==> src/rtl/letc_core_limp_arbiter.sv <==
// letc_core_limp_arbiter
//
// Round-robin arbiter that shares the single LIMP memory request channel
// between the MMU (index 0), the instruction cache (index 1) and the data
// cache (index 2). A grant is held until the downstream side completes the
// transfer (valid && ready), so a requester is never pre-empted mid-transfer.
// On completion the next grant is chosen in the same cycle with the completing
// requester masked out, so there is no bubble between different requesters.
//
// Ports:
//   i_clk, i_rst_n          clock, asynchronous active-low reset
//   i_req_valid / o_req_ready     per-requester handshake (ready is one-hot or zero)
//   i_req_wen_nren, i_req_size,
//   i_req_addr, i_req_wdata       per-requester request fields
//   o_req_rdata                   downstream read data, broadcast to all requesters
//   o_valid / i_ready             downstream handshake
//   o_wen_nren, o_size, o_addr,
//   o_wdata                       request fields of the granted requester
//   i_rdata                       downstream read data
//   o_grant                       one-hot current grant, zero when idle

package letc_pkg;
    typedef logic [33:0] paddr_t;
    typedef logic [31:0] word_t;
    typedef enum logic [1:0] {
        SIZE_BYTE     = 2'b00,
        SIZE_HALFWORD = 2'b01,
        SIZE_WORD     = 2'b10
    } size_e;
endpackage

// state      | meaning
// -----------+-------------------------------------------------------------
// ST_IDLE    | no grant held; arbitrating from rr_ptr over i_req_valid
// ST_GRANTED | grant_q owns the channel until its transfer completes
module letc_core_limp_arbiter
    import letc_pkg::*;
#(
    parameter int NUM_REQUESTERS = 3
) (
    input  logic                      i_clk,
    input  logic                      i_rst_n,

    input  logic [NUM_REQUESTERS-1:0] i_req_valid,
    output logic [NUM_REQUESTERS-1:0] o_req_ready,
    input  logic [NUM_REQUESTERS-1:0] i_req_wen_nren,
    input  size_e                     i_req_size  [NUM_REQUESTERS],
    input  paddr_t                    i_req_addr  [NUM_REQUESTERS],
    input  word_t                     i_req_wdata [NUM_REQUESTERS],
    output word_t                     o_req_rdata [NUM_REQUESTERS],

    output logic                      o_valid,
    input  logic                      i_ready,
    output logic                      o_wen_nren,
    output size_e                     o_size,
    output paddr_t                    o_addr,
    output word_t                     o_wdata,
    input  word_t                     i_rdata,

    output logic [NUM_REQUESTERS-1:0] o_grant
);

    localparam int IDX_W = $clog2(NUM_REQUESTERS);

    typedef logic [IDX_W-1:0] idx_t;

    typedef enum logic {
        ST_IDLE    = 1'b0,
        ST_GRANTED = 1'b1
    } state_e;

    typedef struct packed {
        logic found;
        idx_t idx;
    } pick_t;

    state_e state_q, state_d;
    idx_t   grant_q, grant_d;
    idx_t   rr_ptr_q, rr_ptr_d;

    logic [NUM_REQUESTERS-1:0] masked_valid;
    logic                      granted_valid;
    pick_t                     idle_pick;
    pick_t                     next_pick;

    // Index increment that wraps at NUM_REQUESTERS, which need not be a power of two.
    function automatic idx_t wrap_inc(input idx_t idx);
        idx_t result;
        if (int'(idx) == NUM_REQUESTERS - 1) begin
            result = '0;
        end else begin
            result = idx + idx_t'(1);
        end
        return result;
    endfunction

    // First set bit of req, searching upward from start and wrapping.
    function automatic pick_t rr_search(input logic [NUM_REQUESTERS-1:0] req, input idx_t start);
        pick_t pick;
        idx_t  idx;
        pick = '0;
        idx  = start;
        for (int k = 0; k < NUM_REQUESTERS; k++) begin
            if (!pick.found && req[idx]) begin
                pick.found = 1'b1;
                pick.idx   = idx;
            end
            idx = wrap_inc(idx);
        end
        return pick;
    endfunction

    always_ff @(posedge i_clk or negedge i_rst_n) begin
        if (!i_rst_n) begin
            state_q  <= ST_IDLE;
            grant_q  <= '0;
            rr_ptr_q <= '0;
        end else begin
            state_q  <= state_d;
            grant_q  <= grant_d;
            rr_ptr_q <= rr_ptr_d;
        end
    end

    always_comb begin
        state_d       = state_q;
        grant_d       = grant_q;
        rr_ptr_d      = rr_ptr_q;
        granted_valid = i_req_valid[grant_q];

        // The completing requester is masked so its next request waits a cycle
        // and then competes at lowest priority behind the new rr_ptr.
        masked_valid          = i_req_valid;
        masked_valid[grant_q] = 1'b0;

        idle_pick = rr_search(i_req_valid, rr_ptr_q);
        next_pick = rr_search(masked_valid, wrap_inc(grant_q));

        case (state_q)
            ST_IDLE: begin
                if (idle_pick.found) begin
                    state_d = ST_GRANTED;
                    grant_d = idle_pick.idx;
                end
            end
            ST_GRANTED: begin
                if (granted_valid && i_ready) begin
                    rr_ptr_d = wrap_inc(grant_q);
                    if (next_pick.found) begin
                        grant_d = next_pick.idx;
                    end else begin
                        state_d = ST_IDLE;
                    end
                end
            end
            default: begin
                state_d = ST_IDLE;
            end
        endcase
    end

    always_comb begin
        o_valid     = 1'b0;
        o_grant     = '0;
        o_req_ready = '0;
        if (state_q == ST_GRANTED) begin
            o_valid              = i_req_valid[grant_q];
            o_grant[grant_q]     = 1'b1;
            o_req_ready[grant_q] = i_req_valid[grant_q] & i_ready;
        end
    end

    // Field mux follows grant_q even when idle; it resets to 0 so the
    // downstream side never sees X.
    assign o_wen_nren = i_req_wen_nren[grant_q];
    assign o_size     = i_req_size[grant_q];
    assign o_addr     = i_req_addr[grant_q];
    assign o_wdata    = i_req_wdata[grant_q];

    always_comb begin
        for (int i = 0; i < NUM_REQUESTERS; i++) begin
            o_req_rdata[i] = i_rdata;
        end
    end

    a_ready_onehot0: assert property (@(posedge i_clk) disable iff (!i_rst_n)
        $onehot0(o_req_ready));

    a_grant_shape: assert property (@(posedge i_clk) disable iff (!i_rst_n)
        (state_q == ST_GRANTED) ? $onehot(o_grant) : (o_grant == '0));

    // A granted requester must not withdraw its request before completion.
    a_valid_held: assert property (@(posedge i_clk) disable iff (!i_rst_n)
        (state_q == ST_GRANTED && i_req_valid[grant_q] && !i_ready) |=> i_req_valid[grant_q]);

    a_rr_ptr_range: assert property (@(posedge i_clk) disable iff (!i_rst_n)
        int'(rr_ptr_q) < NUM_REQUESTERS);

endmodule

==> config.mk <==
export PLATFORM = sky130hd
export DESIGN_NAME = letc_core_limp_arbiter
export DESIGN_NICKNAME = d
export VERILOG_FILES = /design/src/rtl/letc_core_limp_arbiter.sv
export SDC_FILE = /design/constraint.sdc
export NUM_CORES = 1
export LEC_CHECK = 0
export BUFFER_PORTS_ARGS = -buffer_cell sky130_fd_sc_hd__clkbuf_2
export CORE_AREA = 4 4 160 162
export DETAILED_ROUTE_END_ITERATION = 8
export DIE_AREA = 0 0 164 166
export PLACE_DENSITY = 0.37
export RECOVER_POWER = 25
export SLEW_MARGIN = 20
export SYNTH_ARGS = -nofsm -noshare
export SYNTH_HDL_FRONTEND = slang
export SYNTH_SLANG_ARGS = --single-unit
==> constraint.sdc <==
create_clock -name i_clk -period 4.2 [get_ports i_clk]
set_input_delay 0.21 -clock i_clk [delete_from_list [all_inputs] [get_ports i_clk]]
set_output_delay 0.21 -clock i_clk [all_outputs]
set_load 0.1 [all_outputs]
==> results.yml <==
outcome:
  status: "complete, no violations"
worst_setup_path:
  worstReg2RegStart: "grant_q[1]"
  crit_cells: 4
  required_ns: 3.99
  cp_cell_sequence: "buf_4 -> mux2i_1 -> o21ai_0 -> clkbuf_2"
  arrival_ns: 2.75
  path_delay_family: "buffers and inverters"
  worstSetupPathType: "reg2out"
  regToRegSetupSlack_ns: 1.90
  rr_worst_depth: 5
  crit_start: "grant_q[1]"
  crit_slowest_cell: "dfrtp_4"
  cp-end-kind: "output pin"
  crit_path_start_kind: "flip-flop"
  r2r-end: "grant_q[1]"
  critPathMaxFanout: 46
  cp-endpoint: "o_addr[12]"
  crit_buf_inv: 2
  max_stage_delay_ns: 0.92
floorplan:
  die_area_um2: 27200
  chipHeight_um: 166
  num_rows: 57
  num_io_pins: 417
  start_util_pct: 10.6
  die_w_um: 164
  core-area_um2: 24100
clock_tree:
  clockRootBuffer: "clkbuf_16"
  clockBufferDepth: 2
  cts_made_buffers: 3
  post_cts_resized: 0
  cts_tree: "yes"
  clkTransAtPathRegs_ns: 0.03
  clock-sinks: 5
  clkLatencyLatePin_ns: 0.23
  cts_max_level: 1
logic_synthesis:
  post_synth.cell_area_avg_um2: 6.74
  synth_top_area_share_pct: 28.4
  synth-seq-cells: 5
  syn-cell-area_um2: 2560
  synthesis.nets: 625
  async_reset_ff_share_pct: 100
  synth_edf_count: 0
  synthTopCellsByArea: "buf_4, mux2i_1, o21ai_0"
  netlist_instances: 380
  synth_ff_type: "dfrtp_1"
  ys.warnings.count: 0
  synth_common_cells: "buf_4, nand2_1, o21ai_0, mux2i_1, clkbuf_1"
  yosysTopAreaCell: "buf_4"
  synth_seq_area_share_pct: 4.89
  synth.distinct_cells: 30
  synth_most_common_cell: "buf_4"
run:
  cap_violations: 0
timing:
  fin_ws_ns: 1.24
  finalClockSkew_ns: 0.000191
  hold_viol_final: 0
  rsz0062_at_grt: "false"
  fin_crit_ns: 2.96
  setup-tns-final_ns: 0
  finalCritPeriodShare_pct: 70.4
  max-slew-margin-rel_pct: 48.8
  tightest_slew_ns: 0.768
  drv_slew: 0
  fmax_mhz: 338
  finalSetupViolations: 0
drt:
  drc: 0
  wl_um: 12400
  wl_per_cell_um: 14.1
  ant_nets: 0
  viasPerCell: 3.56
  vias: 3123
  drt_iter0_drc: 121
  dr.pass1.iters: 4
place:
  numPortBuffers: 288
  gp_congestion: 0.791
  dp_hpwl_um: 10300
  post-place-ws_ns: 1.39
layout:
  drive_gt1_share_pct: 54.6
  final_util_pct: 15.3
  syn2layout_area_growth_pct: 44.0
  fin_nets: 799
  n_antenna_cell: 0
global_route:
  grt_pass1_vias: 3156
  grt_antenna_before_repair: 4
  grt.overflow.total: 0
  grt_pass1_wl_um: 17400
  gr-usage-all-layers_pct: 8.09
  grt_max_degree: 75
worst_hold_path:
  hp-class: "in2async"
==> per-layer routing <==
layer / wire [um] / vias up / part of all wire, % / track usage, %
met3: 1760 / 39 / 14 / 3.95
met1: 4060 / 1323 / 33 / 7.50
li1: - / 1547 / - / -
met5: 48 / - / 0.39 / 0
met4: 287 / 8 / 2.3 / 2.37
met2: 6230 / 206 / 50 / 15.4
==> layout make-up <==
| type | count | area [um2] |
|---|---|---|
| flip-flops and latches | 5 | 130 |
| clock buffers | 4 | 78.8 |
| well taps | 324 | 405 |
| inverters | 3 | 11.3 |
| repair buffers | 293 | 1480 |
| fillers | 2870 | 20400 |
| multi-input cells | 248 | 1580 |
==> layout by cell type (no fill, tap or decap), types with 2 or more instances in the layout <==
cell type / count
o21a_1: 2
nand2_1: 72
o21ai_0: 71
dfrtp_1: 3
clkbuf_16: 3
inv_1: 3
a21oi_1: 5
a211oi_1: 3
clkbuf_2: 288
buf_4: 4
and3_1: 2
mux2i_1: 70
and2_1: 3
nor2_1: 4
==> state kept, by name, indices dropped and copies added (netlist names) <==
| register | count |
|---|---|
| grant_q | 2 |
| rr_ptr_q | 2 |
| state_q | 1 |
==> worst min path at each step <==
stage,endpoint,slack (ns)
4_1_cts,rr_ptr_q[1],0.37
3_5_place_dp,rr_ptr_q[1],0.04
3_3_place_gp,rr_ptr_q[1],0.04
2_1_floorplan,grant_q[0],-0.09
6_report,rr_ptr_q[1],0.35
5_1_grt,rr_ptr_q[1],0.38
==> cell families after synthesis <==
logic type | Yosys count | share of synthesized area, %
DFF | 5 | 4.89
muxes | 71 | 28.0
AOI/OAI and AO/OA | 90 | 19.6
and+or+nand+nor | 87 | 13.8
buffers and inverters | 127 | 33.7
==> what timing repair did <==
item                                    CTS  global route
setup buffers                             0             0
endpoints found under the setup margin    0             0
endpoints found under the hold margin     5             0
hold buffers                              1             0
==> metrics by stage <==
stage	hold slack (ns)	area [um2]	std cells
after CTS	0.367	3690	877
after global placement	0.0418	3600	872
after detailed placement	0.0439	3600	872
after floorplan	-0.0856	2560	380
after global routing	0.378	3690	877
final	0.352	3690	877
Power is not shown: default switching activity piles up to over one toggle a cycle in this logic, so the estimate is an artifact.
